**src/rtl/fir_scale_config_master.sv**
```systemverilog
`default_nettype none
// ============================================================================
// Module      : fir_scale_config_master
// Description : Initiator side of the FIR output-scale configuration
//               handshake. On a start pulse it walks through up to four
//               responders, presenting each one's shift value from a table
//               latched at start, and reports completion or a timeout with
//               the failing target and handshake phase.
// Revision    : 1.0 - initial release
// ============================================================================
module fir_scale_config_master #(
  parameter int FIR_CONFIG_DATA_WIDTH = 24,
  parameter int NUM_TARGETS           = 4,
  parameter int TIMEOUT_CYCLES        = 16
) (
  input  logic                                   CLK,
  input  logic                                   nRST,
  input  logic                                   Cfg_Start,
  input  logic [NUM_TARGETS*FIR_CONFIG_DATA_WIDTH-1:0] Cfg_Table_In,
  output logic [NUM_TARGETS-1:0]                 isConfig,
  output logic [FIR_CONFIG_DATA_WIDTH-1:0]       Data_Config_Out,
  input  logic [NUM_TARGETS-1:0]                 isCOnfigACK,
  input  logic [NUM_TARGETS-1:0]                 isConfigDone,
  output logic                                   Cfg_Busy,
  output logic                                   Cfg_Done,
  output logic                                   Cfg_Err,
  output logic [1:0]                             Cfg_Err_Idx,
  output logic                                   Cfg_Err_Phase
);

  typedef enum logic [1:0] {
    S_IDLE      = 2'd0,
    S_REQ       = 2'd1,
    S_WAIT_ACK  = 2'd2,
    S_WAIT_DONE = 2'd3
  } state_t;

  // Timer reaching this value on a sampled edge means the wait has lasted
  // TIMEOUT_CYCLES edges without the expected event.
  localparam logic [7:0] C_TMO_LAST = 8'(TIMEOUT_CYCLES - 1);
  localparam logic [1:0] C_LAST_IDX = 2'(NUM_TARGETS - 1);

  state_t                                     r_state;
  logic [1:0]                                 r_idx;
  logic [7:0]                                 r_timer;
  logic [NUM_TARGETS*FIR_CONFIG_DATA_WIDTH-1:0] r_table;

  logic [NUM_TARGETS-1:0]                     w_onehot;
  logic [FIR_CONFIG_DATA_WIDTH-1:0]           w_data;
  logic                                       w_sel_ack;
  logic                                       w_sel_done;
  logic                                       w_timeout;

  // Select the current target's request bit, table entry and handshake inputs;
  // handshakes on any other bit never reach the state machine.
  always_comb begin
    w_onehot   = '0;
    w_data     = '0;
    w_sel_ack  = 1'b0;
    w_sel_done = 1'b0;
    for (int i = 0; i < NUM_TARGETS; i++) begin
      if (r_idx == 2'(i)) begin
        w_onehot[i] = 1'b1;
        w_data      = r_table[i*FIR_CONFIG_DATA_WIDTH +: FIR_CONFIG_DATA_WIDTH];
        w_sel_ack   = isCOnfigACK[i];
        w_sel_done  = isConfigDone[i];
      end
    end
  end

  assign w_timeout = (r_timer == C_TMO_LAST);

  // Sequencer: IDLE -> (REQ -> WAIT_ACK -> WAIT_DONE) per target, all outputs registered.
  always_ff @(posedge CLK or negedge nRST) begin
    if (!nRST) begin
      r_state         <= S_IDLE;
      r_idx           <= 2'd0;
      r_timer         <= 8'd0;
      r_table         <= '0;
      isConfig        <= '0;
      Data_Config_Out <= '0;
      Cfg_Busy        <= 1'b0;
      Cfg_Done        <= 1'b0;
      Cfg_Err         <= 1'b0;
      Cfg_Err_Idx     <= 2'd0;
      Cfg_Err_Phase   <= 1'b0;
    end else begin
      Cfg_Done <= 1'b0;
      case (r_state)
        S_IDLE: begin
          // Responder events arriving here are irrelevant; only Start matters.
          if (Cfg_Start) begin
            r_table       <= Cfg_Table_In;
            r_idx         <= 2'd0;
            Cfg_Busy      <= 1'b1;
            Cfg_Err       <= 1'b0;
            Cfg_Err_Idx   <= 2'd0;
            Cfg_Err_Phase <= 1'b0;
            r_state       <= S_REQ;
          end
        end

        S_REQ: begin
          isConfig        <= w_onehot;
          Data_Config_Out <= w_data;
          r_timer         <= 8'd0;
          r_state         <= S_WAIT_ACK;
        end

        S_WAIT_ACK: begin
          if (w_sel_ack) begin
            // Drop the request on the ACK edge so the responder never sees
            // it again once it returns to normal work.
            isConfig <= '0;
            r_timer  <= 8'd0;
            r_state  <= S_WAIT_DONE;
          end else if (w_timeout) begin
            isConfig      <= '0;
            Cfg_Err       <= 1'b1;
            Cfg_Err_Idx   <= r_idx;
            Cfg_Err_Phase <= 1'b0;
            Cfg_Busy      <= 1'b0;
            r_state       <= S_IDLE;
          end else begin
            r_timer <= r_timer + 8'd1;
          end
        end

        S_WAIT_DONE: begin
          if (w_sel_done) begin
            if (r_idx == C_LAST_IDX) begin
              Cfg_Done <= 1'b1;
              Cfg_Busy <= 1'b0;
              r_state  <= S_IDLE;
            end else begin
              r_idx   <= r_idx + 2'd1;
              r_state <= S_REQ;
            end
          end else if (w_timeout) begin
            isConfig      <= '0;
            Cfg_Err       <= 1'b1;
            Cfg_Err_Idx   <= r_idx;
            Cfg_Err_Phase <= 1'b1;
            Cfg_Busy      <= 1'b0;
            r_state       <= S_IDLE;
          end else begin
            r_timer <= r_timer + 8'd1;
          end
        end

        default: r_state <= S_IDLE;
      endcase
    end
  end

endmodule
`default_nettype wire

```
**config.mk**
```make
export PLATFORM = sky130hd
export DESIGN_NAME = fir_scale_config_master
export DESIGN_NICKNAME = d
export VERILOG_FILES = /design/src/rtl/fir_scale_config_master.sv
export SDC_FILE = /design/constraint.sdc
export NUM_CORES = 1
export LEC_CHECK = 0
export BUFFER_PORTS_ARGS = -buffer_cell sky130_fd_sc_hd__buf_4
export CAP_MARGIN = 5
export CORE_ASPECT_RATIO = 1.25
export CORE_UTILIZATION = 45
export DETAILED_ROUTE_END_ITERATION = 8
export MAX_ROUTING_LAYER = met4
export PLACE_DENSITY = 0.71
export REMOVE_ABC_BUFFERS = 1
export SYNTH_ARGS = -nofsm -noshare
export SYNTH_HDL_FRONTEND = slang
export SYNTH_SLANG_ARGS = --single-unit
```
**constraint.sdc**
```tcl
create_clock -name CLK -period 2.2 [get_ports CLK]
set_clock_uncertainty 0.15 [all_clocks]
set_input_delay 0.22 -clock CLK [delete_from_list [all_inputs] [get_ports CLK]]
set_output_delay 0.22 -clock CLK [all_outputs]
set_load 0.02 [all_outputs]
```
==> metrics.md <==
| Metric | Value |
|---|---|
| Status | finished clean |
| Initial Util | 46.7% |
| CP arrival | 2320 ps |
| Power Density | 1330 nW/um2 |
| Clock Tree Root | clkbuf_16 |
| WL/cell | 15.6 um |
| Routed Antenna Nets | 0 |
| Row Count | 48 |
| Crit-path max FO | 6 |
| Mapped cell area | 6500 um2 |
| Diode count | 0 |
| Routability cong. | 0.872 |
| Final Power | 12.8 mW |
| Area Overhead vs Synth | 47.9% |
| Die height | 136 um |
| Crit path required time | 2370 ps |
| Initial antenna violation count | 0 |
| Post-Route WL | 18400 um |
| Pre-CTS setup slack | -138 ps |
| Die area | 14900 um2 |
| Ys Warns | 0 |
| Post-synth EDFFs | 0 |
| Worst hold path class | input pin to flop |
| Util after Layout | 69.0% |
| Setup crit end kind | flop |
| Layout Nets | 1102 |
| Final setup violation count | 0 |
| Inst Count DP | 1045 |
| Share of cells above drive strength 1 | 22.9% |
| CTS sink count | 142 |
| Clk slew on worst S/H paths | 60 ps |
| TritonCTS Buffers | 17 |
| Clock network latency to the later pin of the worst-skew pair | 420 ps |
| GRT Total Usage | 27.2% |
| Global route overflow | 0 |
| Pleak | 4.74 nW |
| Max cap viols | 0 |
| Synth unique cells | 50 |
| Least-Margin Pin Slew | 689 ps |
| Final cycle utilization of the critical path | 97.8% |
| First-pass DRT Iterations | 8 |
| TritonCTS clock tree | built |
| Port-buffer cells | 140 |
| RSZ-0062 raised after global routing | true |
| Relative slew slack | 53.8% |
| Final Max Tran Viols | 0 |
| Critical path class | flop to flop |
| Fraction of the yosys area taken by sequential cells | 54.6% |
| Final Hold Viols | 0 |
| # H-tree levels | 4 |
| Peak supply drop | 0.733 mV |
| Max Freq | 0.465 GHz |
| 1st-iter DRT viols | 301 |
| Largest net degree at the start of global routing | 55 |
| Core footprint | 13900 um2 |
| Crit path launch type | flop |
| Drt drc | 0 |
| Die width | 110 um |
| Post-synth ARST share | 100% |
| Longest Clk Path Bufs | 2 |
| Yosys reg bits | 142 |
| Post-synthesis instance total | 756 |
| Vias per inst | 5.23 |
| Number of global-route vias before repair | 6318 |
| Post-layout worst setup margin | 49.3 ps |
| I/O pin count | 141 |
| DP HPWL | 11000 um |
| Routed vias | 6161 |
| Top_reg_cell synth | dfrtp_1 |
| Tmin final | 2150 ps |
| Global-route wire length before repair | 30000 um |
| Final cell count without fillers | 1178 |
| Synth Area per Inst | 8.60 um2 |
-- flip-flops by register name, summed over array words and instances (netlist names) --
register / flops
r_timer: 8
Cfg_Err_Idx: 2
isConfig: 4
r_idx: 2
r_table: 96
Cfg_Busy: 1
Cfg_Err: 1
Cfg_Done: 1
Cfg_Err_Phase: 1
Data_Config_Out: 24
r_state: 2
-- repair_timing --
action,CTS,global route
cloned,0,0
setup buffers,0,3
pin swaps,0,0
resized for setup,5,15
endpoints found under the setup margin,6,15
hold buffers,98,0
endpoints found under the hold margin,145,0
-- logic make-up (layout without fill, tap and decap cells) --
kind of cell	after synthesis	count (layout)	share of synthesized area [%]
and+or+nand+nor	388	388	25.2
AOI/OAI and AO/OA	161	161	15.3
DFF	142	142	54.6
buffers and inverters	59	306	3.71
adders and majority gates	5	5	0.962
muxes	1	1	0.154
-- routing by layer --
metal,routed length (um),vias up,track usage [%]
met4,680,0,12.6
met5,0,-,-
met2,9550,207,45.0
li1,-,2955,-
met1,7330,2945,31.3
met3,803,54,5.99
-- critical path, stage by stage, from the launching register on --
cell	delay, ps
dfrtp_2	470
ha_2	260
a211o_1	280
a21oi_2	150
o41ai_4	90
or3_4	430
o31ai_2	220
-- Yosys cell counts, types with 2 or more instances --
| library cell | count | share of area [%] |
|---|---|---|
| o21ai_0 | 29 | 2.2 |
| and2_1 | 2 | 0.19 |
| and4_1 | 2 | 0.27 |
| a2bb2oi_1 | 3 | 0.40 |
| nor2b_1 | 6 | 0.58 |
| a31o_2 | 2 | 0.27 |
| dfrtp_1 | 142 | 55 |
| nand2_1 | 324 | 19 |
| clkbuf_1 | 41 | 2.4 |
| inv_1 | 6 | 0.35 |
| o21a_1 | 25 | 2.9 |
| or3_1 | 2 | 0.19 |
| a22o_1 | 4 | 0.54 |
| a21oi_1 | 76 | 5.8 |
| and3_1 | 4 | 0.38 |
| buf_1 | 3 | 0.17 |
| o31ai_1 | 3 | 0.35 |
| o22ai_1 | 2 | 0.19 |
| ha_1 | 5 | 0.96 |
| buf_2 | 7 | 0.54 |
| nand2b_1 | 4 | 0.38 |
| o31ai_2 | 2 | 0.38 |
| nand3_1 | 5 | 0.38 |
| o221ai_1 | 2 | 0.27 |
| or2_2 | 2 | 0.19 |
| nor2_1 | 6 | 0.35 |
| nand3b_1 | 24 | 2.8 |
-- cell usage in the layout (no fill, tap or decap), types with 4 or more instances in the layout --
master         Yosys  final
nand3_1            5      5
a22o_1             4      4
dfrtp_1          142    140
o21ai_0           29     29
nor2b_1            6      4
o21a_1            25     25
clkbuf_16          0     17
bufinv_16          0      5
buf_12             0      6
buf_4              1    161
a21oi_1           76     76
clkbuf_8           0      5
nand2b_1           4      4
nor2_1             6      6
nand2_1          324    323
nand3b_1          24     24
inv_1              6      4
and3_1             4      4
dlygate4sd3_1      0     98
-- final timing paths --
kind / start / endpoint / slack (ps) / cells past startpoint
worst max-delay path: r_idx[0] / r_timer[5] / 50 / 6
worst max register to register: r_idx[0] / r_timer[5] / 50 / 6
worst min register to register: r_table[12] / r_table[12] / 320 / 2
worst min-delay path: isConfigDone[3] / Cfg_Done / 30 / 2
min in group asynchronous: nRST / Data_Config_Out[9] / 180 / 2
max in group asynchronous: nRST / r_table[42] / 1090 / 3
-- layout make-up --
class	instances	area, um2
sequential	142	3560
clock buffer	22	494
multi-input combinational	555	2800
clock inverter	10	181
tap	175	219
fill	1089	4320
inverter	6	22.5
timing repair buffer	268	2350
-- through the flow --
| step | TNS [ps] | area, um2 | hold slack, ps |
|---|---|---|---|
| 4_1_cts | 0 | 9530 | 12.4 |
| 6_report | 0 | 9620 | 28.9 |
| 3_3_place_gp | -105 | 7860 | 53.6 |
| 2_1_floorplan | -72470 | 6290 | -226 |
| 3_5_place_dp | -429 | 7860 | 51.4 |
| 5_1_grt | -60.6 | 9620 | 21.4 |
-- report_power, final --
part | total (mW) | leakage, nW | internal [mW] | switching, mW
clock | 3.23 | 0.332 | 2.16 | 1.07
combinational | 5.08 | 2.63 | 2.31 | 2.78
sequential | 4.47 | 1.77 | 3.75 | 0.722
Power figures use the tool's default switching activity.
